**src/rtl/score_sum_drain_pkg.sv**
```systemverilog
`default_nettype none
// ============================================================================
// Module : score_sum_drain_pkg
// Brief  : Shared FSM encoding and node-id helper for the score-sum drain.
// Rev    : 1.0  initial release
// ============================================================================
package score_sum_drain_pkg;

    typedef enum logic [2:0] {
        ST_IDLE  = 3'd0,
        ST_READ  = 3'd1,
        ST_FLUSH = 3'd2,
        ST_CLEAR = 3'd3,
        ST_DONE  = 3'd4
    } drain_state_t;

    localparam int c_SKID_DEPTH = 2;

    // Global node id; callers truncate to their data width (wraps silently).
    function automatic logic [63:0] calc_node_id(input logic [31:0] bank,
                                                 input logic [31:0] idx,
                                                 input logic [31:0] nodes_per_bank);
        return 64'(bank) * 64'(nodes_per_bank) + 64'(idx);
    endfunction

endpackage
`default_nettype wire

```
**src/rtl/score_sum_drain_if.sv**
```systemverilog
`default_nettype none
// ============================================================================
// Module : score_sum_drain_if
// Brief  : Valid/ready stream of (node_id, score, last) toward the DMA.
// Rev    : 1.0  initial release
// ============================================================================
interface score_sum_drain_if #(
    parameter int DATA_WIDTH = 32
);
    logic                  out_valid;
    logic                  out_ready;
    logic [DATA_WIDTH-1:0] out_node;
    logic [DATA_WIDTH-1:0] out_score;
    logic                  out_last;

    modport master (output out_valid, out_node, out_score, out_last, input out_ready);
    modport slave  (input out_valid, out_node, out_score, out_last, output out_ready);
endinterface
`default_nettype wire

```
**src/rtl/drain_skid_buf.sv**
```systemverilog
`default_nettype none
// ============================================================================
// Module : drain_skid_buf
// Brief  : Two-entry valid/ready buffer with occupancy output.
// Rev    : 1.0  initial release
// ============================================================================
module drain_skid_buf
    import score_sum_drain_pkg::*;
#(
    parameter int WIDTH = 65
) (
    input  logic             clk,
    input  logic             rst,
    input  logic             i_valid,
    input  logic [WIDTH-1:0] i_data,
    output logic             o_valid,
    input  logic             i_ready,
    output logic [WIDTH-1:0] o_data,
    output logic [1:0]       o_count
);
    localparam logic [1:0] c_FULL = 2'(c_SKID_DEPTH);

    logic [WIDTH-1:0] r_mem [c_SKID_DEPTH];
    logic             r_wr_ptr;
    logic             r_rd_ptr;
    logic [1:0]       r_cnt;
    logic             w_push;
    logic             w_pop;

    assign o_valid = (r_cnt != 2'd0);
    assign o_data  = r_mem[r_rd_ptr];
    assign o_count = r_cnt;
    assign w_pop   = o_valid & i_ready;
    assign w_push  = i_valid & ((r_cnt != c_FULL) | w_pop);

    always_ff @(posedge clk) begin
        if (rst) begin
            for (int i = 0; i < c_SKID_DEPTH; i++) begin
                r_mem[i] <= '0;
            end
            r_wr_ptr <= 1'b0;
            r_rd_ptr <= 1'b0;
            r_cnt    <= 2'd0;
        end else begin
            if (w_push) begin
                r_mem[r_wr_ptr] <= i_data;
                r_wr_ptr        <= ~r_wr_ptr;
            end
            if (w_pop) begin
                r_rd_ptr <= ~r_rd_ptr;
            end
            case ({w_push, w_pop})
                2'b10:   r_cnt <= r_cnt + 2'd1;
                2'b01:   r_cnt <= r_cnt - 2'd1;
                default: r_cnt <= r_cnt;
            endcase
        end
    end
endmodule
`default_nettype wire

```
**src/rtl/score_sum_drain.sv**
```systemverilog
`default_nettype none
// ============================================================================
// Module : score_sum_drain
// Brief  : Streams banked score sums out as (node, score) then zero-fills.
// Rev    : 1.0  initial release
// ============================================================================
module score_sum_drain
    import score_sum_drain_pkg::*;
#(
    parameter int DATA_WIDTH       = 32,
    parameter int ADDR_WIDTH       = 13,
    parameter int PARALLEL         = 16,
    parameter int node_num         = 5,
    parameter int last_node_num    = 5,
    parameter int CLEAR_AFTER_READ = 1
) (
    input  logic                           clk,
    input  logic                           rst,
    input  logic                           start,
    output logic [ADDR_WIDTH*PARALLEL-1:0] mem_addr_rd,
    input  logic [DATA_WIDTH*PARALLEL-1:0] mem_data_rd,
    output logic [PARALLEL-1:0]            mem_clr_en,
    output logic [DATA_WIDTH*PARALLEL-1:0] mem_data_clr,
    output logic                           busy,
    output logic                           done,
    score_sum_drain_if.master              m_out
);
    localparam int c_BANK_W = (PARALLEL > 1) ? $clog2(PARALLEL) : 1;
    localparam int c_SKID_W = DATA_WIDTH * 2 + 1;
    localparam logic [c_BANK_W-1:0]   c_TOP_BANK  = c_BANK_W'(PARALLEL - 1);
    localparam logic [c_BANK_W-1:0]   c_LAST_BANK = c_BANK_W'((last_node_num == 0) ? PARALLEL - 2 : PARALLEL - 1);
    localparam logic [ADDR_WIDTH-1:0] c_NODE_END  = ADDR_WIDTH'(node_num - 1);
    localparam logic [ADDR_WIDTH-1:0] c_TOP_END   = ADDR_WIDTH'(last_node_num - 1);

    drain_state_t          r_state;
    drain_state_t          w_state_nxt;
    logic [c_BANK_W-1:0]   r_bank;
    logic [c_BANK_W-1:0]   r_rd_bank;
    logic [ADDR_WIDTH-1:0] r_index;
    logic [ADDR_WIDTH-1:0] w_bank_end;
    logic                  r_rd_vld;
    logic                  r_rd_last;
    logic [DATA_WIDTH-1:0] r_rd_node;
    logic [DATA_WIDTH-1:0] w_issue_node;
    logic [DATA_WIDTH-1:0] w_rd_words [PARALLEL];
    logic                  w_issue;
    logic                  w_issue_last;
    logic                  w_pop;
    logic                  w_skid_valid;
    logic [1:0]            w_skid_cnt;
    logic [2:0]            w_pending;
    logic [c_SKID_W-1:0]   w_skid_in;
    logic [c_SKID_W-1:0]   w_skid_out;

    // Occupancy net of this cycle's pop keeps 1 entry/cycle under full ready.
    assign w_pop        = w_skid_valid & m_out.out_ready;
    assign w_pending    = {1'b0, w_skid_cnt} - {2'b0, w_pop} + {2'b0, r_rd_vld};
    assign w_issue      = (r_state == ST_READ) && (w_pending < 3'd2);
    assign w_bank_end   = (r_bank == c_TOP_BANK) ? c_TOP_END : c_NODE_END;
    assign w_issue_last = (r_bank == c_LAST_BANK) && (r_index == w_bank_end);
    assign w_issue_node = DATA_WIDTH'(calc_node_id(32'(r_bank), 32'(r_index), 32'(node_num)));

    always_ff @(posedge clk) begin
        if (rst) begin
            r_state <= ST_IDLE;
        end else begin
            r_state <= w_state_nxt;
        end
    end

    always_comb begin
        w_state_nxt = r_state;
        busy        = 1'b0;
        done        = 1'b0;
        case (r_state)
            ST_IDLE: begin
                if (start) w_state_nxt = ST_READ;
            end
            ST_READ: begin
                busy = 1'b1;
                if (w_issue && w_issue_last) w_state_nxt = ST_FLUSH;
            end
            ST_FLUSH: begin
                busy = 1'b1;
                if ((w_skid_cnt == 2'd0) && !r_rd_vld) begin
                    w_state_nxt = (CLEAR_AFTER_READ != 0) ? ST_CLEAR : ST_DONE;
                end
            end
            ST_CLEAR: begin
                busy = 1'b1;
                if (r_index == c_NODE_END) w_state_nxt = ST_DONE;
            end
            ST_DONE: begin
                done        = 1'b1;
                w_state_nxt = ST_IDLE;
            end
            default: w_state_nxt = ST_IDLE;
        endcase
    end

    always_ff @(posedge clk) begin
        if (rst) begin
            r_bank    <= '0;
            r_index   <= '0;
            r_rd_vld  <= 1'b0;
            r_rd_bank <= '0;
            r_rd_node <= '0;
            r_rd_last <= 1'b0;
        end else begin
            r_rd_vld <= w_issue;
            if (w_issue) begin
                r_rd_bank <= r_bank;
                r_rd_node <= w_issue_node;
                r_rd_last <= w_issue_last;
            end
            case (r_state)
                ST_READ: begin
                    if (w_issue) begin
                        if (r_index == w_bank_end) begin
                            r_index <= '0;
                            r_bank  <= r_bank + c_BANK_W'(1);
                        end else begin
                            r_index <= r_index + ADDR_WIDTH'(1);
                        end
                    end
                end
                ST_CLEAR: r_index <= r_index + ADDR_WIDTH'(1);
                default: begin
                    r_bank  <= '0;
                    r_index <= '0;
                end
            endcase
        end
    end

    for (genvar b = 0; b < PARALLEL; b++) begin : g_bank
        localparam int c_LIM = (b == PARALLEL - 1) ? last_node_num : node_num;
        assign w_rd_words[b] = mem_data_rd[b*DATA_WIDTH +: DATA_WIDTH];
        assign mem_addr_rd[b*ADDR_WIDTH +: ADDR_WIDTH] =
            ((r_state == ST_CLEAR) || ((r_state == ST_READ) && (r_bank == c_BANK_W'(b)))) ? r_index : '0;
        assign mem_clr_en[b] = (r_state == ST_CLEAR) && (r_index < ADDR_WIDTH'(c_LIM));
        assign mem_data_clr[b*DATA_WIDTH +: DATA_WIDTH] = '0;
    end

    assign w_skid_in = {r_rd_last, r_rd_node, w_rd_words[r_rd_bank]};

    drain_skid_buf #(
        .WIDTH (c_SKID_W)
    ) u_skid (
        .clk     (clk),
        .rst     (rst),
        .i_valid (r_rd_vld),
        .i_data  (w_skid_in),
        .o_valid (w_skid_valid),
        .i_ready (m_out.out_ready),
        .o_data  (w_skid_out),
        .o_count (w_skid_cnt)
    );

    assign m_out.out_valid = w_skid_valid;
    assign m_out.out_last  = w_skid_out[c_SKID_W-1];
    assign m_out.out_node  = w_skid_out[DATA_WIDTH +: DATA_WIDTH];
    assign m_out.out_score = w_skid_out[DATA_WIDTH-1:0];
endmodule
`default_nettype wire
```
**src/flat_wrapper.sv**
```systemverilog
// flat-port wrapper written by rule: the top's interface ports become plain ports
module score_sum_drain_flat import score_sum_drain_pkg::*;
#(
    parameter int DATA_WIDTH       = 32,
    parameter int ADDR_WIDTH       = 13,
    parameter int PARALLEL         = 16,
    parameter int node_num         = 5,
    parameter int last_node_num    = 5,
    parameter int CLEAR_AFTER_READ = 1
)
  (clk, rst, start, mem_addr_rd, mem_data_rd, mem_clr_en, mem_data_clr, busy, done, m_out_out_valid, m_out_out_node, m_out_out_score, m_out_out_last, m_out_out_ready);
  score_sum_drain_if #(.DATA_WIDTH(DATA_WIDTH)) m_out_i ();
  input  logic clk;
  input  logic rst;
  input  logic start;
  output logic [ADDR_WIDTH*PARALLEL-1:0] mem_addr_rd;
  input  logic [DATA_WIDTH*PARALLEL-1:0] mem_data_rd;
  output logic [PARALLEL-1:0] mem_clr_en;
  output logic [DATA_WIDTH*PARALLEL-1:0] mem_data_clr;
  output logic busy;
  output logic done;
  output wire logic [$bits(m_out_i.out_valid)-1:0] m_out_out_valid;
  output wire logic [$bits(m_out_i.out_node)-1:0] m_out_out_node;
  output wire logic [$bits(m_out_i.out_score)-1:0] m_out_out_score;
  output wire logic [$bits(m_out_i.out_last)-1:0] m_out_out_last;
  input wire logic [$bits(m_out_i.out_ready)-1:0] m_out_out_ready;
  assign m_out_out_valid = m_out_i.out_valid;
  assign m_out_out_node = m_out_i.out_node;
  assign m_out_out_score = m_out_i.out_score;
  assign m_out_out_last = m_out_i.out_last;
  assign m_out_i.out_ready = m_out_out_ready;
  score_sum_drain #(.DATA_WIDTH(DATA_WIDTH), .ADDR_WIDTH(ADDR_WIDTH), .PARALLEL(PARALLEL), .node_num(node_num), .last_node_num(last_node_num), .CLEAR_AFTER_READ(CLEAR_AFTER_READ)) u_core (.clk(clk), .rst(rst), .start(start), .mem_addr_rd(mem_addr_rd), .mem_data_rd(mem_data_rd), .mem_clr_en(mem_clr_en), .mem_data_clr(mem_data_clr), .busy(busy), .done(done), .m_out(m_out_i));
endmodule
```
**config.mk**
```make
export PLATFORM = sky130hd
export DESIGN_NAME = score_sum_drain_flat
export DESIGN_NICKNAME = d
export VERILOG_FILES = /design/src/rtl/score_sum_drain_pkg.sv /design/src/rtl/score_sum_drain_if.sv /design/src/rtl/drain_skid_buf.sv /design/src/rtl/score_sum_drain.sv /design/src/flat_wrapper.sv
export SDC_FILE = /design/constraint.sdc
export NUM_CORES = 1
export LEC_CHECK = 0
export CAP_MARGIN = 20
export CORE_AREA = 2 2 509 511
export CTS_CLUSTER_SIZE = 24
export DETAILED_ROUTE_END_ITERATION = 8
export DIE_AREA = 0 0 511 513
export PLACE_DENSITY = 0.3
export SYNTH_ARGS = -nofsm -noshare
export SYNTH_HDL_FRONTEND = slang
export SYNTH_SLANG_ARGS = --single-unit
export TNS_END_PERCENT = 20
```
**constraint.sdc**
```tcl
create_clock -name clk -period 5.42 [get_ports clk]
set_input_delay 1.626 -clock clk [delete_from_list [all_inputs] [get_ports clk]]
set_output_delay 1.626 -clock clk [all_outputs]
set_load 0.03 [all_outputs]
```
==> results.py <==
metrics = {
    "status": {
        "status": "finished, final reports clean",
    },
    "grt": {
        "met3_usage_pct": 2.59,
        "grt_start_max_net_pins": 58,
        "gr-usage-all-layers_pct": 8.52,
        "grt_use_met2_pct": 17.1,
        "antenna_found_initial": 64,
        "top_usage_layer": "met2",
        "grt_pass1_vias": 14200,
        "grt_pass1_wl_um": 147000,
        "grt_remaining_overflow": 0,
        "use_met1_pct": 8.27,
    },
    "cells_and_area": {
        "area_growth_pct": 66.8,
        "drive_gt1_share_pct": 12.6,
        "fin_area_mm2": 0.0267,
        "multi_input_area_mm2": 0.00974,
        "final_cells": 5777,
        "layout.nets": 2904,
        "seq_area_mm2": 0.00374,
        "fillers": 29400,
    },
    "logic_synthesis": {
        "synth_top_cell_area_share_pct": 25.6,
        "yosys.area.top_type": "buf_4",
        "synth_common_cells": "buf_4 (546), and2_1 (163), mux4_2 (128)",
        "yosysMostFrequentCell": "buf_4",
        "synth_area_mm2": 0.0160,
        "synthCells": 1623,
        "synth_top_flop_cell": "edfxtp_1",
        "yosysWarnings": 0,
        "synthArstFlopShare_pct": 0,
        "yosys_register_bits": 139,
        "syn_area_per_cell_um2": 9.88,
        "synth_cell_types": 67,
        "synth_seq_area_share_pct": 23.2,
        "synth.area.top_cells": "buf_4 (26%), mux4_2 (18%), edfxtp_1 (18%)",
        "synth_edf_count": 94,
    },
    "cts": {
        "htreeDepth": 4,
        "root_buffer": "clkbuf_16",
        "cts_tree": "yes",
        "post_cts_buffers": 0,
        "clock_latency_ps": 510,
        "path_clk_slew_ps": 80,
        "cts.sinks": 139,
        "cts_buffer_depth": 2,
        "cts_made_buffers": 17,
    },
    "critical_path": {
        "end_kind": "output port",
        "cp.arrival_ps": 3510,
        "crit_buf_inv": 2,
        "r2r_slack_ps": 2280,
        "crit_path_top_delay_cell": "dfxtp_1",
        "critPathKind": "register to output port",
        "crit_fanout": 14,
        "crit_required_ps": 3790,
        "crit_chain": "nor2b_1 -> a21oi_1 -> buf_4 -> nor2_1 -> and2_1 -> clkdlybuf4s50_1",
        "crit_family": "simple AND/OR/NAND/NOR gates",
        "cp-start-kind": "register",
        "cp_slowest_stage_delay_ps": 780,
    },
    "power_and_ir_drop": {
        "p_per_area_mw_per_mm2": 153,
        "irDropWorstVdd_uv": 226,
        "p_leak_uw": 0.00871,
    },
    "sta": {
        "worst_pin_slew_ps": 917,
        "hold_ws_ps": 469,
        "finalCritPeriodShare_pct": 94.7,
        "setup_viol": 0,
        "max_slew_margin_pct": 38.6,
        "clock.fmax_mhz": 195,
        "fin_skew_ps": 18.7,
        "hold_viol_final": 0,
        "grt_setup_unrepaired": "no",
        "setup_total_negative_slack_ps": 0,
        "slew_violations": 0,
        "post-route-min-period_ps": 5130,
        "fin_ws_ps": 287,
    },
    "drt": {
        "wirelength_um": 117000,
        "vias_per_cell": 2.48,
        "post_drt_wl_per_cell_um": 20.3,
        "vias": 14300,
        "dr.pass1.iters": 4,
        "drc": 0,
        "ant_nets": 0,
        "drt_iter0_markers": 711,
    },
    "placed_design": {
        "placed_cell_area_mm2": 0.0261,
        "dp_hpwl_um": 99900,
        "place_ws_ps": 669,
        "gp_congestion": 0.855,
        "portBuffers": 789,
        "placed_cells": 5731,
    },
    "floorplan": {
        "die_w_um": 511,
        "io-pin-count": 1320,
        "die_area_mm2": 0.262,
        "design.core.area_mm2": 0.256,
        "die_y_um": 513,
        "num_rows": 186,
        "start_util_pct": 6.26,
    },
    "job": {
        "cap_violations": 0,
    },
    "worst_hold_path": {
        "hold_path.class": "register to register",
    },
}
-- final cells by class --
type | count | share of cell area [%]
clock inverters | 15 | 0.491
diodes | 14 | 0.131
flip-flops and latches | 139 | 14.0
repair buffers | 848 | 31.4
well taps | 3384 | 15.8
multi-input cells | 1347 | 36.4
clock buffers | 17 | 1.59
inverters | 13 | 0.182
-- metal layers --
layer	wire length, µm	vias to the layer above	share of wire, %
met5	128	-	0.11
met4	2710	18	2.3
li1	-	6303	-
met1	40100	6924	34
met2	65700	957	56
met3	8480	134	7.2
-- metrics by stage --
stage	total power (µW)	utilization, %
finish	4090	10.4
global route	4290	10.4
CTS	4190	10.4
detailed placement	2930	10.2
global placement	2920	10.2
floorplan	2450	-
-- state kept, by name, summed over array words and instances (netlist names), 2 cells and up, named ones only --
register               cells
u_core.r_index            13
u_core.r_rd_node          14
u_core.r_state             3
u_core.u_skid.r_mem       94
u_core.u_skid.o_count      2
u_core.r_bank              4
u_core.r_rd_bank           4
-- tightest hold or removal path: stages (launching register included) --
cell and delay [ps]:
dfxtp_1 320, nand2_1 50, a21oi_1 50
-- power by group --
part	switching (µW)	internal [µW]
sequential	43.1	1190
combinational	1040	604
clock	609	601
total	1690	2400
-- cells by family after synthesis --
family / share of synthesized area (%)
xor+xnor: 0.320
other cells: 0.0234
fa+ha+maj: 1.90
compound gates: 6.59
buf+inv: 28.6
mux: 25.5
simple gates: 13.8
flops: 23.2
-- worst paths after layout --
path	from	end	cells past startpoint
hold / removal	u_core.r_rd_node[1]	u_core.r_rd_node[1]	2
setup reg to reg	u_core.r_bank[2]	u_core.r_rd_node[8]	7
hold reg to reg	u_core.r_rd_node[1]	u_core.r_rd_node[1]	2
setup / recovery	u_core.r_bank[2]	mem_addr_rd[74]	6
-- cell usage in the layout (no fill, tap or decap), types with 14 or more instances in the layout --
cell type          n
a21oi_1           37
and2_1           163
buf_4             59
clkbuf_16         17
clkdlybuf4s50_1  784
conb_1           530
dfxtp_1           41
diode_2           14
edfxtp_1          94
ha_1              18
mux2_2            47
mux2i_1           68
mux4_2           128
nand2_1           27
nand3_1           15
nor2_1            37
nor3_1            86
o22ai_1           65
-- repair_timing --
item | 4_1_cts | 5_1_grt
resized for setup | 0 | 1
hold buffers | 0 | 0
endpoints found under the setup margin | 0 | 8
No activity file was read; power rests on OpenSTA's default activity.
